`src/rtl/tribus_arbiter.sv`:
```
// Round-robin owner sequencer for a shared tristate net: one driver enable at a
// time, TURN_CYCLES all-off cycles between owners, and a keeper enable while undriven.
module tribus_arbiter #(
  parameter int N             = 4,
  parameter int TURN_CYCLES   = 1,
  parameter int MAX_HOLD      = 16,
  parameter int EN_ACTIVE_LOW = 0
) (
  input  logic                 clk,
  input  logic                 rst_n,
  input  logic [N-1:0]         req,
  output logic [N-1:0]         grant,
  output logic [N-1:0]         drv_en,
  output logic [$clog2(N)-1:0] owner,
  output logic                 busy,
  output logic                 pull_en
);

  localparam int OW = $clog2(N);
  localparam int TW = (TURN_CYCLES > 0) ? $clog2(TURN_CYCLES + 1) : 1;
  localparam int HW = (MAX_HOLD > 0) ? $clog2(MAX_HOLD + 1) : 1;
  localparam logic [TW-1:0] TURN_LOAD = TW'(TURN_CYCLES);
  localparam logic [HW-1:0] HOLD_MAX  = HW'(MAX_HOLD);
  localparam logic [OW-1:0] PTR_RST   = OW'(N - 1);

  if (N < 2 || N > 16) begin : g_bad_n
    $error("tribus_arbiter: N must be in 2..16");
  end
  if (TURN_CYCLES < 1) begin : g_bad_turn
    $error("tribus_arbiter: TURN_CYCLES must be at least 1");
  end

  typedef enum logic [1:0] {IDLE, TURN, OWN} state_t;

  state_t        state, state_n;
  logic [OW-1:0] owner_q, owner_n, ptr, ptr_n, target, target_n, next_pick;
  logic [TW-1:0] turn_cnt, turn_n;
  logic [HW-1:0] hold_cnt, hold_n;
  logic [N-1:0]  own_mask, others;
  logic          preempt;

  // First set request strictly after the pointer, wrapping; the pointer itself is searched last.
  function automatic logic [OW-1:0] pick(input logic [N-1:0] r, input logic [OW-1:0] p);
    logic [OW-1:0] res, idx;
    logic          found;
    res   = '0;
    found = 1'b0;
    for (int i = 0; i < N; i++) begin
      idx = OW'((int'(p) + 1 + i) % N);
      if (!found && r[idx]) begin
        res   = idx;
        found = 1'b1;
      end
    end
    return res;
  endfunction

  always_ff @(posedge clk) begin
    if (!rst_n) begin
      state    <= IDLE;
      owner_q  <= '0;
      ptr      <= PTR_RST;
      target   <= '0;
      turn_cnt <= '0;
      hold_cnt <= '0;
    end else begin
      state    <= state_n;
      owner_q  <= owner_n;
      ptr      <= ptr_n;
      target   <= target_n;
      turn_cnt <= turn_n;
      hold_cnt <= hold_n;
    end
  end

  always_comb begin
    state_n   = state;
    owner_n   = owner_q;
    ptr_n     = ptr;
    target_n  = target;
    turn_n    = turn_cnt;
    hold_n    = hold_cnt;
    preempt   = 1'b0;
    own_mask  = '0;
    own_mask[owner_q] = 1'b1;
    others    = req & ~own_mask;
    next_pick = pick(req, ptr);
    case (state)
      IDLE: begin
        if (|req) begin
          target_n = next_pick;
          turn_n   = TURN_LOAD;
          state_n  = TURN;
        end
      end
      TURN: begin
        turn_n = turn_cnt - TW'(1);
        if (turn_cnt == TW'(1)) begin
          if (req[target]) begin
            state_n = OWN;
            owner_n = target;
            ptr_n   = target;
            hold_n  = '0;
          end else begin
            state_n = IDLE;
          end
        end
      end
      OWN: begin
        if (MAX_HOLD != 0 && hold_cnt != HOLD_MAX) hold_n = hold_cnt + HW'(1);
        // Preemption fires on the edge where tenure reaches MAX_HOLD granted cycles.
        preempt = (MAX_HOLD != 0) && (hold_n == HOLD_MAX) && (|others);
        if (!req[owner_q]) begin
          if (|req) begin
            target_n = next_pick;
            turn_n   = TURN_LOAD;
            state_n  = TURN;
          end else begin
            state_n = IDLE;
          end
        end else if (preempt) begin
          target_n = next_pick;
          turn_n   = TURN_LOAD;
          state_n  = TURN;
        end
      end
      default: state_n = IDLE;
    endcase
  end

  always_comb begin
    grant = '0;
    if (state == OWN) grant = own_mask;
  end

  assign drv_en  = grant ^ {N{EN_ACTIVE_LOW != 0}};
  assign busy    = (state == OWN);
  assign pull_en = ~busy;
  assign owner   = busy ? owner_q : '0;

endmodule

```
`config.mk`:
```
export PLATFORM = sky130hd
export DESIGN_NAME = tribus_arbiter
export DESIGN_NICKNAME = d
export VERILOG_FILES = /design/src/rtl/tribus_arbiter.sv
export SDC_FILE = /design/constraint.sdc
export NUM_CORES = 1
export LEC_CHECK = 0
export CAP_MARGIN = 20
export CORE_ASPECT_RATIO = 1.5
export CORE_MARGIN = 1
export CORE_UTILIZATION = 50
export CTS_CLUSTER_DIAMETER = 30
export DETAILED_ROUTE_END_ITERATION = 12
export PLACE_DENSITY = 0.8
export SYNTH_ARGS = -nofsm -noshare
export SYNTH_HDL_FRONTEND = slang
export SYNTH_SLANG_ARGS = --single-unit
```
`constraint.sdc`:
```
create_clock -name clk -period 2.27 [get_ports clk]
set_clock_uncertainty 0.2 [all_clocks]
set_input_delay 0.454 -clock clk [delete_from_list [all_inputs] [get_ports clk]]
set_output_delay 0.454 -clock clk [all_outputs]
set_load 0.05 [all_outputs]
```
==> metrics.md, run 1 <==
| Metric | Value |
|---|---|
| Commonest cells in the netlist | `nand2_1 (15), dfxtp_1 (14), inv_1 (11)` |
| H-tree depth | `1` |
| Largest fanout on the critical path | `5` |
| Count of different cell masters after synthesis | `41` |
| Hold Crit Start | `target[1]$_SDFFE_PN0P_` |
| Dpl hpwl | `1.93 mm` |
| Placer Congestion | `0.924` |
| Worst R2R Start | `hold_cnt[0]$_SDFFE_PN0P_` |
| Slew @ Worst Pin | `0.417 ns` |
| Fin. max-slew vios | `0` |
| Sequential-to-total area share from yosys stat | `25.5%` |
| R2r worst-path depth | `9` |
| Pre-CTS WS | `-0.0508 ns` |
| WS Path Type | `flop to flop` |
| Final #Nets | `170` |
| I/O pin count | `18` |
| Initial antenna violation count | `0` |
| Largest net degree at the start of global routing | `13` |
| VDD IR-drop max | `0.440 mV` |
| Fin crit share | `95.7%` |
| Met2 Use GR | `42.2%` |
| Met3 Use GR | `2.63%` |
| Clk sinks | `14` |
| CP required | `2.23 ns` |
| Die width | `40.3 um` |
| First-pass GRT wire length | `4.09 mm` |
| Worst hold-check path type | `flop to flop` |
| Post-CTS Hold Buffers | `0` |
| Die Ht | `59.4 um` |
| Antenna violation net count after detailed routing | `0` |
| Post-Synthesis Cells | `132` |
| Most numerous cell in the Yosys netlist | `nand2_1` |
| Peak Freq | `461 MHz` |
| Kind of start point of the critical path | `flop` |
| Clk buf depth | `2` |
| Mean Syn Cell Area | `8.32 um2` |
| Clk Tree Root Cell | `clkbuf_4` |
| Vias in the first global route | `970` |
| Fill count | `159` |
| WL/cell | `14.4 um` |
| Hold worst-path end | `target[1]$_SDFFE_PN0P_` |
| Global route hottest layer | `met2` |
| Worst setup EP type | `flop` |
| DR vias | `1045` |
| Top_reg_cell synth | `dfxtp_1` |
| Total negative slack | `0 ns` |
| Pwr dens | `470 nW/um2` |
| Post-synth top area share | `25.5%` |
| Share of layout cells above drive strength 1 | `32.1%` |
| Finish-stage setup viols | `0` |
| Die area | `2390 um2` |
| CTS clk-pin slew, worst paths | `0.08 ns` |
| Area delta synth->final | `37.6%` |
| Synth Register Bits | `14` |
| CP arrival | `2.13 ns` |
| Mapped Area | `1100 um2` |
| Asr flop ratio synth | `0%` |
| Routed vias/inst | `5.87` |
| CTS tree | `done` |
| Initial Util | `53.5%` |
| Setup ws final | `0.0986 ns` |
| Core area | `2050 um2` |
| Total gr overflow | `0` |
| Tot GR Track Use | `23.7%` |
| FF-to-FF setup slack | `0.1 ns` |
| # diodes | `0` |
| EDFF count, synth | `0` |
| Final hold slack | `0.324 ns` |
| Minimum clock period | `2.17 ns` |
| Cts bufs inserted | `3` |
| Cell taking the most area after synthesis | `dfxtp_1` |
| WHS Path Cells | `2` |
| Synth top area cells | `dfxtp_1 (26%), mux2i_1 (7.3%), ha_1 (6.8%), nand2_1 (5.1%), mux4_2 (4.1%)` |
| DR DRC count | `0` |
| First-pass iteration count of the detailed router | `4` |
| Slew Limit Headroom | `72.0%` |
| Synthesis Warnings | `0` |
| Power Total | `0.711 mW` |
| Lkg Pwr | `0.620 nW` |
| Max Cap Viol | `0` |
| Status | `finished clean` |
| Routed WL | `2.57 mm` |
| Final core utilization | `73.7%` |
| Syn nets | `144` |
| Final Hold Fails | `0` |
| Port bufs | `17` |
| Num rows | `20` |
| Met1 Usage GRT | `27.6%` |
| RR Endpoint | `state[0]$_SDFFE_PN0P_` |
| Clk Latency, worst-skew pair | `0.28 ns` |
| DRT iter0 DRCs | `58` |
[kinds of logic after synthesis]
family | after synthesis | synth area share, %
AOI/OAI and AO/OA | 29 | 20.4
xor gates and xnor gates | 1 | 0.797
adders and majority gates | 6 | 6.83
buffers and inverters | 21 | 10.7
DFF | 14 | 25.5
muxes | 10 | 11.4
and+or+nand+nor | 51 | 24.4
[power by group]
part / internal (mW) / switching, mW
Clock: 0.0615 / 0.0757
Combinational: 0.123 / 0.146
Sequential: 0.271 / 0.0329
Total: 0.456 / 0.255
[layout make-up]
class                      instances  area (um2)  share of cell area, %
clock buffer                       3        22.5                   1.49
inverter                          11        45.0                   2.98
multi-input combinational         97         749                   49.6
sequential                        14         284                   18.8
tap                               22        27.5                   1.82
timing repair buffer              31         383                   25.3
[state kept, by name (all words and copies together), names as in the netlist]
| name | flops |
|---|---|
| hold_cnt | 5 |
| owner_q | 2 |
| ptr | 2 |
| state | 2 |
| target | 2 |
| turn_cnt | 1 |
[layer usage]
layer	wire length, um	up-vias
li1	-	518
met1	1030	496
met2	1440	27
met3	61	4
met4	34	0
met5	0	-
[per-stage QoR]
| step | instance area (um2) | cells |
|---|---|---|
| 2_1_floorplan | 1160 | 132 |
| 3_3_place_gp | 1440 | 170 |
| 3_5_place_dp | 1440 | 170 |
| 4_1_cts | 1470 | 173 |
| 5_1_grt | 1510 | 178 |
| 6_report | 1510 | 178 |
[worst max path at each step]
stage / start / end / slack (ns) / cells after the start
finish: hold_cnt[0]$_SDFFE_PN0P_ / state[0]$_SDFFE_PN0P_ / 0.1 / 9
global route: hold_cnt[0]$_SDFFE_PN0P_ / state[1]$_SDFFE_PN0P_ / -0.03 / 8
CTS: state[0]$_SDFFE_PN0P_ / grant[0] / 0.008 / 5
detailed placement: req[0] / hold_cnt[3]$_SDFFE_PN0P_ / -0.05 / 7
global placement: req[3] / hold_cnt[2]$_SDFFE_PN0P_ / 0.009 / 7
floorplan: state[0]$_SDFFE_PN0P_ / grant[0] / -0.28 / 6
[cell usage in the layout, fill, tap and decap left out, types with 3 or more instances in the layout]
master and instances:
nand2_1 15, clkdlybuf4s50_1 5, nor3_1 4, ha_1 5, clkbuf_4 3, inv_1 9, dfxtp_2 3, buf_12 11
nand3_1 6, a21oi_1 6, nor2_1 9, buf_4 15, dfxtp_1 11, o21ai_0 4, mux2i_1 8
[worst max-delay path, cell delays in order, from the launching register on]
cell and delay (ns):
dfxtp_1 0.39, inv_1 0.10, ha_1 0.21, and4bb_1 0.21
xnor2_2 0.19, nand4_1 0.15, o211ai_2 0.28, buf_4 0.16
a21o_1 0.10, a21oi_1 0.05
[what timing repair did]
action	in CTS	in global routing
hold endpoints to repair	0	0
setup buffers	0	5
endpoints found under the setup margin	0	6
gates resized for setup	0	2
Note: power is estimated with default switching activity, not from simulation.
==> inputs of run 2 (changes only) <==
- SLEW_MARGIN: not set -> 20
==> results of run 2 <==
The final DEF is identical to that of run 1; final timing and power are the same.
